--- src/rtl/mod_counter.sv ---
// Modulo up/down counter with prescaler, synchronous clear/load and terminal-count flags.
// Optional macro COUNTER_SATURATE_EN: hold at the terminal value instead of wrapping.
module mod_counter #(
   parameter int     WIDTH    = 8,
   parameter longint MODULUS  = 256,
   parameter int     PRESCALE = 1
) (
   input  logic             clk,
   input  logic             reset,
   input  logic             en,
   input  logic             up,
   input  logic             clear,
   input  logic             load,
   input  logic [WIDTH-1:0] load_val,
   output logic [WIDTH-1:0] count,
   output logic             tick,
   output logic             wrap,
   output logic             tc
);

   localparam int              PW       = (PRESCALE > 1) ? $clog2(PRESCALE) : 1;
   localparam logic [WIDTH-1:0] TERM    = WIDTH'(MODULUS - 64'sd1);
   localparam logic [PW-1:0]    PRE_TERM = PW'(PRESCALE - 1);
   localparam logic [WIDTH-1:0] ZERO    = {WIDTH{1'b0}};
   localparam logic [WIDTH-1:0] ONE     = {{(WIDTH-1){1'b0}}, 1'b1};
   localparam logic [PW-1:0]    PZERO   = {PW{1'b0}};
   localparam logic [PW-1:0]    PONE    = {{(PW-1){1'b0}}, 1'b1};

   logic [WIDTH-1:0] count_q, count_d;
   logic [PW-1:0]    pre_q, pre_d;
   logic             tick_q, tick_d;
   logic             wrap_q, wrap_d;
   logic             step_s;
   logic             at_term_s;

   // Next-state: clear beats load beats step; the limit is MODULUS-1, not the register width.
   always_comb begin
      count_d   = count_q;
      pre_d     = pre_q;
      tick_d    = 1'b0;
      wrap_d    = 1'b0;
      step_s    = en && (pre_q == PRE_TERM);
      at_term_s = up ? (count_q == TERM) : (count_q == ZERO);
      if (clear) begin
         count_d = ZERO;
         pre_d   = PZERO;
      end else if (load) begin
         count_d = (load_val > TERM) ? TERM : load_val;
         pre_d   = PZERO;
      end else if (step_s) begin
         pre_d = PZERO;
         if (at_term_s) begin
            wrap_d = 1'b1;
`ifdef COUNTER_SATURATE_EN
            count_d = count_q;
            tick_d  = 1'b0;
`else
            count_d = up ? ZERO : TERM;
            tick_d  = 1'b1;
`endif
         end else begin
            count_d = up ? (count_q + ONE) : (count_q - ONE);
            tick_d  = 1'b1;
         end
      end else if (en) begin
         pre_d = pre_q + PONE;
      end else begin
         pre_d = pre_q;
      end
   end

   // State registers with synchronous reset.
   always_ff @(posedge clk) begin
      if (reset) begin
         count_q <= ZERO;
         pre_q   <= PZERO;
         tick_q  <= 1'b0;
         wrap_q  <= 1'b0;
      end else begin
         count_q <= count_d;
         pre_q   <= pre_d;
         tick_q  <= tick_d;
         wrap_q  <= wrap_d;
      end
   end

   assign count = count_q;
   assign tick  = tick_q;
   assign wrap  = wrap_q;
   assign tc    = up ? (count_q == TERM) : (count_q == ZERO);

endmodule

--- config.mk ---
export PLATFORM = sky130hd
export DESIGN_NAME = mod_counter
export DESIGN_NICKNAME = d
export VERILOG_FILES = /design/src/rtl/mod_counter.sv
export SDC_FILE = /design/constraint.sdc
export NUM_CORES = 1
export LEC_CHECK = 0
export CORE_MARGIN = 4
export CORE_UTILIZATION = 44
export CTS_BUF_LIST = sky130_fd_sc_hd__clkbuf_8 sky130_fd_sc_hd__clkbuf_16
export CTS_CLUSTER_DIAMETER = 120
export DETAILED_ROUTE_END_ITERATION = 7
export GPL_ROUTABILITY_DRIVEN = 0
export HOLD_SLACK_MARGIN = 0.1
export PLACE_DENSITY = 0.77
export SETUP_SLACK_MARGIN = 0.2
export SLEW_MARGIN = 40
export SYNTH_ARGS = -nofsm -noshare
export SYNTH_HDL_FRONTEND = slang
export SYNTH_SLANG_ARGS = --single-unit
--- constraint.sdc ---
create_clock -name clk -period 2 [get_ports clk]
set_input_delay 0.4 -clock clk [delete_from_list [all_inputs] [get_ports clk]]
set_output_delay 0.4 -clock clk [all_outputs]
set_load 0.01 [all_outputs]
* Word-level counts from Yosys, hierarchy flattened
Cells that the tools add are included.
** Operators by class
- Reductions and logical operators :: 7
- Equal/unequal tests :: 1
- $add $sub $neg :: 3
- Multiplexer cells :: 9
- Bitwise operators :: 2
- $lt $le $gt $ge :: 1
** Operator list (number)
- $mux W8 :: 6
- $add A8 B1 Y8 const B :: 1
- $eq A8 B8 Y1 const B :: 1
- $gt A8 B8 Y1 const B :: 1
- $logic_not A8 Y1 :: 1
- $reduce_or A4 Y1 :: 2
- $sub A8 B1 Y8 const B :: 1
- $mux W1 :: 3
- $reduce_or A3 Y1 :: 1
- $not A1 Y1 :: 2
- $reduce_bool A2 Y1 :: 1
- $reduce_or A2 Y1 :: 1
- $add A1 B1 Y1 const B :: 1
- $logic_and A1 B1 Y1 :: 1
** Storage, ports and cells
- Word-level logic and storage cells :: 27
- Input bits :: 14
- Register bits after elaboration :: 11
- Output and inout port bits :: 11

* Longest topological paths before layout
Gate-level depths: netlist of the first run.
- Word-level depth :: 5
- Depth in mapped cells :: 7
- Mapped depth without buffers :: 7

* Worst setup path after synthesis of the first run
No wires, ideal clock.
- Path kind :: input to register
- From :: input up
- To :: register count_q[6], in the netlist count[6]
- Cell stages on the path :: 7
- Library setup time :: 135 ps
- Data arrival time :: 1661 ps
- Slack :: 204 ps
- Buffers on the path :: 0
- Data required time :: 1865 ps
- Path through :: inv_1 > fa_1 > a211oi_1 > o21ai_0 > a21o_1 > nand3_1 > a21oi_1
** Between the ends
- Longest elaborated chain between the ends :: 4
- Elaborated cells between the ends (all ways) :: 6
- Those cells by class :: mux (6)
** Ends and longest elaborated chain
- from (decl) :: line 11 : input logic up,
- $mux W8 (tied with other cells) :: line 62 : count_d = up ? (count_q + ONE) : (count_q - ONE);
- $mux W8 (*) :: line 52 : if (at_term_s) begin
- $mux W8 (*) :: line 50 : end else if (step_s) begin
- $mux W8 (*) :: line 47 : end else if (load) begin
- to (signal assigned) :: line 80 : count_q <= count_d;
- to (decl) :: line 29 : logic [WIDTH-1:0] count_q, count_d;
Every way passes the cells marked *; elsewhere a longest branch is shown, timed or not. The select of a mux whose other input is x is not followed.
A chain may end at the register's enable or synchronous reset.

* Final worst setup path of the first run
- From :: register count_q[5], in the netlist count[5]
- To :: output tc
** Between the ends
- Longest elaborated chain between the ends :: 2
- Elaborated cells between the ends (all ways) :: 3
- Those cells by class :: eq/ne (1); mux (1); reduce/logical (1)
** Ends and longest elaborated chain
- $eq A8 B8 Y1 or $logic_not A8 Y1 (tied branches) :: line 90 : assign tc = up ? (count_q == TERM) : (count_q == ZERO);
- $mux W1 (*) :: line 90
- to (decl) :: line 18 : output logic tc
Every way passes the cells marked *; elsewhere a longest branch is shown, timed or not.

==> results of run 1 <==
[metal layers]
layer  GRT usage, %  wire length [microns]
met5              0                      0
met2           39.6                   1310
met3           6.02                    178
met4           5.99                     40
met1           25.3                   1070
[area by class of cell]
type,count,area [sq um]
multi-input combinational,71,572
clock buffer,3,41.3
inverter,2,10.0
sequential,11,223
clock inverter,1,5.00
tap,16,20.0
timing repair buffer,51,439
fill,104,267
[cell families after synthesis]
group	after synthesis	share of synthesized area (%)
flops	11	28.4
buf+inv	2	0.968
xor+xnor	4	4.52
simple gates	29	26.2
compound gates	31	27.6
fa+ha+maj	7	12.3
[report_power, final]
part	leakage (nW)	switching, mW	total [mW]	internal [mW]
sequential	0.0909	0.00934	0.240	0.231
clock	0.0255	0.0906	0.228	0.137
combinational	0.470	0.122	0.279	0.157
[timing repair]
action                                  4_1_cts  5_1_grt
resized for setup                            15        4
hold endpoints to repair                      0        0
endpoints found under the setup margin        7        8
pin swaps                                     3        1
[cells in the mapped netlist (2+ instances only)]
library cell	number	area (sq um)
a21o_1	3	22.5
a211oi_1	3	22.5
a21oi_1	9	45.0
o211ai_1	3	22.5
nand4_1	3	18.8
nand3_1	2	10.0
xnor2_1	2	17.5
xor2_1	2	17.5
o221ai_1	7	61.3
nand2_1	5	18.8
nor2_1	4	15.0
ha_1	6	75.1
o21ai_0	4	20.0
dfxtp_1	11	220
[stage by stage]
step	std cells	total power, mW	worst slack (ns)	util [%]
final	155	0.747	-0.0316	83.1
after global routing	155	0.783	-0.0821	83.1
after CTS	155	0.749	-0.0695	83.2
after global placement	151	0.501	-0.360	78.5
after detailed placement	151	0.509	-0.486	78.5
after floorplan	84	0.366	0.204	-
[flip-flops by register name, summed over array words and instances, names as in the netlist]
name and flops:
pre_q 1, wrap 1, count 8, tick 1
[worst max-delay path by stage]
stage | from | endpoint | slack, ns | cells after the start
after floorplan | up | count[6] | 0.20 | 7
after global placement | up | count[6] | -0.36 | 8
after detailed placement | up | count[6] | -0.49 | 8
after CTS | count[5] | tc | -0.07 | 4
after global routing | count[5] | tc | -0.08 | 4
final | count[5] | tc | -0.03 | 4
==> impl_results.md, run 1 <==
* CTS clk-pin slew, worst paths at 0.05 ns
* ANT nets after route at 0
* Antenna violations before repair at 0
* Most frequent cells in the layout: buf_4, clkdlybuf4s50_1, a21oi_1, dfxtp_1, o221ai_1
* Clock sinks at 11
* Min Clock Period, post-route at 2.03 ns
* Detailed-route via count at 924
* Critical path class: reg2out
* RSZ-0062 raised after global routing: true
* Slew headroom at 80.5%
* # setup viols final at 1
* Final routed DRC violation total at 0
* GR Overflow Total at 0
* Post-CTS Setup Bufs at 0
* Worst path required time at 1.60 ns
* Total track usage at 22.1%
* R2r setup slk at 0.28 ns
* TNS Setup at -0.0316 ns
* Mean number of vias per cell at 5.96
* Mapped Avg Cell Area at 9.22 sq um
* Die area at 2500 sq um
* Leakage power at 0.587 nW
* Core area at 1580 sq um
* Area delta synth->final at 69.1%
* Die Wd at 50.0 microns
* Initial Util at 49.1%
* Most used DFF post-synth: dfxtp_1
* CTS tree: done
* Die height at 50.0 microns
* Drt first pass iters at 4
* Post-synth cell types at 34
* Antenna cells at 0
* Fin. max-slew vios at 0
* Max-cap violations at 0
* CP delay by family, top: simple AND/OR/NAND/NOR gates
* Synth warn at 0
* Worst-margin pin slew at 0.290 ns
* I/O pin cnt at 25
* Clk_skew at 0.00296 ns
* Pin count of the biggest net entering global routing at 11
* DP Wirelength at 2030 microns
* Failing checks: setup timing
* Arrival time worst endpoint at 1.63 ns
* Crit path launch type: flop
* Worst skew pair latency at 0.24 ns
* FMAX at 0.492 GHz
* CP Buf/Inv Count at 1
* CP max FO at 2
* Min Hold Slack at 0.537 ns
* Sequential share of the synthesized area at 28.4%
* Synth Net Count at 105
* Fin crit share at 102%
* WL per Instance at 16.8 microns
* Hold_sp: pre_q
* Site Rows at 14
* Nets@finish at 161
* Number of hold violations in the final report at 0
* Type of element capturing the critical path: output port
* Vias in the first global route at 894
* Cells after synthesis at 84
* Hold Path Class: reg2reg
* Placed cell areas at 1240 sq um
* Final WS setup at -0.0316 ns
* Worst R2R End: count[0]
* WHS Endpoint: pre_q
* CP max stage delay at 0.54 ns
* Post-route cell area at 1310 sq um
* Layout cells sized above 1 at 36.0%
* CTS Hold Bufs at 0
* CTS Buf Count at 3
* IO Port Bufs at 24
* Maximum VDD drop at 529 uV
* R2R cell count at 6
* Cells along the critical path: or4_4 > nor4_4 > nand2b_4 > buf_6
* H-tree Lvls at 1
* Synthesized area at 774 sq um
* Synthesized flop and latch total at 11
* Hold depth at 1
* CP max stage cell: or4_4
* Pwr dens at 571 nW/um^2
* Maximum clock path buffer count at 2
* Root buf cell: clkbuf_8
* Worst R2R Start: count[5]
* Total wire length at 2600 microns
* Status: complete, but fails checks
* Iteration-0 DRC Markers at 39
* Async SR Flop Fraction at 0%
* EDFF count, synth at 0
* Most common cell after layout, fill and taps aside: buf_4
* First-pass GRT wire length at 4150 microns
No activity file was read; power rests on OpenSTA's default activity.
==> inputs of run 2 (changes only) <==
--- a/config.mk
+++ b/config.mk
@@ -5,6 +5,7 @@
 export SDC_FILE = /design/constraint.sdc
 export NUM_CORES = 1
 export LEC_CHECK = 0
+export CAP_MARGIN = 20
 export CORE_MARGIN = 4
 export CORE_UTILIZATION = 44
 export CTS_BUF_LIST = sky130_fd_sc_hd__clkbuf_8 sky130_fd_sc_hd__clkbuf_16
==> results of run 2 <==
Same layout as run 1: the final DEF is identical, and so are final timing and power.
